===== config.mk =====
export PLATFORM = sky130hd
export DESIGN_NAME = mult8_sched
export DESIGN_NICKNAME = d
export VERILOG_FILES = /design/src/rtl/mult8_sched.sv
export SDC_FILE = /design/constraint.sdc
export NUM_CORES = 1
export LEC_CHECK = 0
export BUFFER_PORTS_ARGS = -buffer_cell sky130_fd_sc_hd__clkbuf_2
export CAP_MARGIN = 20
export CORE_MARGIN = 4
export CORE_UTILIZATION = 35
export DETAILED_ROUTE_END_ITERATION = 8
export GPL_ROUTABILITY_DRIVEN = 0
export SYNTH_ARGS = -nofsm -noshare
export SYNTH_HDL_FRONTEND = slang
export SYNTH_SLANG_ARGS = --single-unit
export TNS_END_PERCENT = 1

===== constraint.sdc =====
create_clock -name i_clk -period 4.4 [get_ports i_clk]
set_input_delay 0.88 -clock i_clk [delete_from_list [all_inputs] [get_ports i_clk]]
set_output_delay 0.88 -clock i_clk [all_outputs]
set_load 0.02 [all_outputs]

===== src/rtl/mult8_sched.sv =====
// Round-robin front end that shares one iterative 8x8 multiplier among NUM_REQ clients.
// One multiply is in flight at a time; results return tagged with the requester index.
module mult8_sched #(
  parameter int unsigned NUM_REQ        = 4,
  parameter int unsigned TIMEOUT_CYCLES = 16
) (
  input  logic                       i_clk,
  input  logic                       i_arst,
  input  logic [NUM_REQ-1:0]         i_req_valid,
  input  logic [NUM_REQ*8-1:0]       i_req_a,
  input  logic [NUM_REQ*8-1:0]       i_req_b,
  output logic [NUM_REQ-1:0]         o_req_ready,
  output logic [7:0]                 o_mult_a,
  output logic [7:0]                 o_mult_b,
  output logic                       o_mult_start,
  input  logic [15:0]                i_mult_product,
  input  logic                       i_mult_done,
  output logic                       o_rsp_valid,
  output logic [$clog2(NUM_REQ)-1:0] o_rsp_id,
  output logic [15:0]                o_rsp_product,
  output logic                       o_rsp_err,
  input  logic                       i_rsp_ready,
  output logic                       o_busy
);

  localparam int unsigned ID_W  = $clog2(NUM_REQ);
  localparam int unsigned TMO_W = $clog2(TIMEOUT_CYCLES + 1);

  typedef enum logic [1:0] {StIdle, StIssue, StWait, StResp} state_e;

  state_e state_q, state_d;

  logic [ID_W-1:0]    rr_q, rr_d;
  logic [ID_W-1:0]    id_q, id_d;
  logic [7:0]         a_q, a_d;
  logic [7:0]         b_q, b_d;
  logic [15:0]        prod_q, prod_d;
  logic               err_q, err_d;
  logic [TMO_W-1:0]   tmo_q, tmo_d;

  logic [ID_W-1:0]    arb_idx;
  logic [ID_W-1:0]    win_id;
  logic               win_vld;
  logic [NUM_REQ-1:0] grant;
  logic [7:0]         sel_a;
  logic [7:0]         sel_b;
  logic               idle_en;
  logic               hs;
  logic               tmo_hit;

  // Scan from the rr pointer upward with wrap; first valid requester wins.
  always_comb begin
    arb_idx = rr_q;
    win_id  = '0;
    win_vld = 1'b0;
    for (int unsigned i = 0; i < NUM_REQ; i++) begin
      if (!win_vld && i_req_valid[arb_idx]) begin
        win_vld = 1'b1;
        win_id  = arb_idx;
      end
      arb_idx = (arb_idx == ID_W'(NUM_REQ - 1)) ? '0 : arb_idx + 1'b1;
    end
  end

  always_comb begin
    grant = '0;
    if (win_vld) begin
      grant[win_id] = 1'b1;
    end
  end

  always_comb begin
    sel_a = '0;
    sel_b = '0;
    for (int unsigned k = 0; k < NUM_REQ; k++) begin
      if (win_id == ID_W'(k)) begin
        sel_a = i_req_a[8*k +: 8];
        sel_b = i_req_b[8*k +: 8];
      end
    end
  end

  // Ready is gated by reset so every output reads 0 while i_arst is high.
  assign idle_en     = (state_q == StIdle) && !i_arst;
  assign o_req_ready = idle_en ? grant : '0;
  assign hs          = idle_en && win_vld;
  assign tmo_hit     = (tmo_q == TMO_W'(TIMEOUT_CYCLES - 1));

  always_ff @(posedge i_clk or posedge i_arst) begin
    if (i_arst) begin
      state_q <= StIdle;
    end else begin
      state_q <= state_d;
    end
  end

  always_comb begin
    state_d = state_q;
    unique case (state_q)
      StIdle:  if (hs) state_d = StIssue;
      StIssue: state_d = StWait;
      StWait:  if (i_mult_done || tmo_hit) state_d = StResp;
      StResp:  if (i_rsp_ready) state_d = StIdle;
      default: state_d = StIdle;
    endcase
  end

  always_comb begin
    o_mult_start = 1'b0;
    o_rsp_valid  = 1'b0;
    o_busy       = 1'b1;
    unique case (state_q)
      StIdle:  o_busy = 1'b0;
      StIssue: o_mult_start = 1'b1;
      StWait:  ;
      StResp:  o_rsp_valid = 1'b1;
      default: ;
    endcase
  end

  always_comb begin
    rr_d   = rr_q;
    id_d   = id_q;
    a_d    = a_q;
    b_d    = b_q;
    prod_d = prod_q;
    err_d  = err_q;
    tmo_d  = tmo_q;
    unique case (state_q)
      StIdle: begin
        if (hs) begin
          id_d = win_id;
          a_d  = sel_a;
          b_d  = sel_b;
          rr_d = (win_id == ID_W'(NUM_REQ - 1)) ? '0 : win_id + 1'b1;
        end
      end
      StIssue: tmo_d = '0;
      StWait: begin
        // A real done wins over a timeout landing on the same cycle.
        if (i_mult_done) begin
          prod_d = i_mult_product;
          err_d  = 1'b0;
        end else if (tmo_hit) begin
          prod_d = '0;
          err_d  = 1'b1;
        end else begin
          tmo_d = tmo_q + 1'b1;
        end
      end
      StResp:  ;
      default: ;
    endcase
  end

  always_ff @(posedge i_clk or posedge i_arst) begin
    if (i_arst) begin
      rr_q   <= '0;
      id_q   <= '0;
      a_q    <= '0;
      b_q    <= '0;
      prod_q <= '0;
      err_q  <= 1'b0;
      tmo_q  <= '0;
    end else begin
      rr_q   <= rr_d;
      id_q   <= id_d;
      a_q    <= a_d;
      b_q    <= b_d;
      prod_q <= prod_d;
      err_q  <= err_d;
      tmo_q  <= tmo_d;
    end
  end

  assign o_mult_a      = a_q;
  assign o_mult_b      = b_q;
  assign o_rsp_id      = id_q;
  assign o_rsp_product = prod_q;
  assign o_rsp_err     = err_q;

endmodule


==> impl_results.md <==
- PortBufs: 129
- Post-synthesis sequential area ratio: 39.1%
- Die W: 97.7 µm
- Final TNS setup: 0 ps
- Synthesis Warnings: 0
- Routed vias/inst: 5.05
- CP Capture Type: output port
- CTS buffer count: 5
- Crit-path max FO: 17
- Vias in the first global route: 2555
- Clock root buffer master: clkbuf_8
- 1st-pass router iterations: 4
- Syn Nets: 370
- Area Overhead vs Synth: 29.3%
- Cells after synthesis: 270
- M3 GR Usage: 4.52%
- Async set-reset flop share out of synthesis: 100%
- MaxCap Viol Count: 0
- GRT Residual Overflow: 0
- GRT Resource Usage Total: between 10% and 20%
- Post-synth EDFFs: 0
- Pwr/cell area: 833 mW/mm²
- Slew @ Worst Pin: 1080 ps
- Routed Antenna Nets: 0
- Post-synth top flop: dfrtp_1
- Ant diodes: 0
- Peak VDD IR: 413 µV
- Hold Slack: about 500 ps
- Ratio of cells with drive above 1 in the final layout: 43.4%
- Vias post-DR: 2496
- Critical Path RT: 3520 ps
- Placement Setup Slack: 403 ps
- Final Hold Fails: 0
- Fin. max-slew vios: 0
- H-tree levels: 2
- Fmax: 239 MHz
- Crit start category: flop
- Total wire length: 7550 µm
- CTS tree: yes
- Io pins: 130
- Arrival @ worst endpoint: 3310 ps
- Layout net count: 491
- FP Rows: 32
- Mapped Area: 0.00281 mm²
- Post-synth cell types: 50
- Status: complete, no violations
- Finish-stage setup viols: 0
- Period utilization: 95.3%
- RSZ-0062 raised after global routing: no
- GR Util met2: 25.9%
- Min Tclk post-route: 4190 ps
- Initial DRC count: 103
- Antenna violations before repair: 0
- Setup Crit Path Kind: reg2out
- Die area: 0.00954 mm²
- Initial Util: 36.2%
- Drt drc: 0
- # hold bufs at CTS: 0
- Clock Tree Buf Depth: 2
- Sink Count: 44
- Slew HR: 27.9%
- Final worst-path setup slack: 208 ps
- Most Used Layer, Global Route: met2
- Post-detail-place hpwl: 6020 µm
- Post-CTS Repair Setup Buffers: 0
- Syn_area_per_cell: 10.4 µm²
- Core ar.: 0.00777 mm²
- Largest net degree at the start of global routing: 46
- Worst hold path type: reg2reg
- Commonest non-fill, non-tap cell in the layout: clkbuf_2
- Most frequent cells in the layout: clkbuf_2 (129), dfrtp_1 (44), nand2_1 (25), nor2b_1 (18)
- Met1 GRT Util: 20.5%
- Worst-Skew Late Latency: 300 ps
- Routed WL per cell: ~15 µm
- Clock skew: 12.0 ps
- Clock transition at path regs: 90 ps
- DIE HEIGHT: 97.7 µm
- Count of state elements after synthesis: 44
- Global-route wire length before repair: 12300 µm
- Lkg Pwr: approximately 1.8 nW
## cells in the mapped netlist (2+ instances only)
master | instances | area, µm²
buf_2 | 2 | 10.0
o21ai_0 | 8 | 40.0
a31oi_1 | 4 | 25.0
buf_6 | 3 | 33.8
o21a_1 | 3 | 22.5
a22o_1 | 17 | 149
clkbuf_1 | 14 | 52.6
nor2_1 | 8 | 30.0
ha_1 | 12 | 150
or4_1 | 2 | 15.0
inv_1 | 10 | 37.5
and2_1 | 5 | 31.3
o221ai_1 | 2 | 17.5
a21oi_1 | 3 | 15.0
nor3_1 | 2 | 10.0
o31ai_1 | 17 | 128
dfrtp_1 | 44 | 1100
o21ai_1 | 2 | 10.0
mux2_1 | 5 | 56.3
mux2_4 | 11 | 165
nand2_1 | 25 | 93.8
mux2_2 | 6 | 67.6
mux2i_1 | 6 | 60.1
a221oi_1 | 16 | 140
nor2b_1 | 18 | 113
## report_power, final
group	total, W	leakage, nW	switching [W]	internal [W]
combinational	0.00201	1.21	0.00112	0.000886
sequential	0.000700	0.553	0.000116	0.000584
clock	0.000320	0.0548	0.000149	0.000171
total	0.00303	1.82	0.00139	0.00164
## cell families after synthesis
logic type | share of synthesized area, %
AO/OA/AOI/OAI | 23.5
AND/OR/NAND/NOR | 12.4
flip-flops | 39.1
buffers and inverters | 5.60
multiplexers | 13.7
adder cells (fa/ha/maj) | 5.34
XOR/XNOR | 0.311
## repair_timing
item                                    in CTS  in global routing
hold endpoints to repair                     0                  0
endpoints found under the setup margin       0                  1
resized for setup                            0                  1
## critical path, stage by stage, from the launching register on
cell and delay, ps:
dfrtp_1 510, ha_2 550, mux2_4 340, or4_1 510
o21ai_1 120, a311o_1 250, ha_1 200, buf_4 220
and2_1 160, clkbuf_2 170
## metrics by stage
stage               instances  instance area, µm²  utilization, %  power, W
global route              494                3640            46.8   0.00329
floorplan                 270                2810               -   0.00226
detailed placement        486                3520            45.3   0.00273
global placement          486                3520            45.3   0.00270
CTS                       494                3630            46.8   0.00307
finish                    494                3640            46.8   0.00303
## sequential cells by signal, summed over array words and instances (netlist names)
signal         flops
tmo_q              5
state_q            2
o_rsp_product     16
o_rsp_id           2
o_mult_a           8
rr_q               2
o_rsp_err          1
o_mult_b           8
## layout make-up
cell class | count | area (µm²)
Clock inverter | 3 | 46.3
Inverter | 10 | 37.5
Fill cell | 772 | 4130
Sequential cell | 44 | 1100
Tap cell | 102 | 128
Timing Repair Buffer | 136 | 698
Clock buffer | 5 | 68.8
Multi-Input combinational cell | 194 | 1560
## per-layer routing
metal,part of all wire (%),wire (µm),vias up
met5,0,0,-
met4,0.74,56,0
met3,6.7,508,4
met2,47,3580,90
met1,45,3410,1152
li1,-,-,1250
## final timing paths
kind,start,slack [ps],cells past startpoint,endpoint
worst max-delay path,rr_q[1]$_DFFE_PP0P_,210,9,o_req_ready[1]
worst min-delay path,o_mult_b[3]$_DFFE_PP0P_,500,1,o_mult_b[3]$_DFFE_PP0P_
worst max register to register,rr_q[1]$_DFFE_PP0P_,450,10,o_mult_a[2]$_DFFE_PP0P_
worst min register to register,o_mult_b[3]$_DFFE_PP0P_,500,1,o_mult_b[3]$_DFFE_PP0P_
max in group asynchronous,i_arst,3280,3,state_q[0]$_DFFE_PP0P_
min in group asynchronous,i_arst,730,3,o_rsp_product[5]$_DFFE_PP0P_
(Power assumes the default switching activity.)
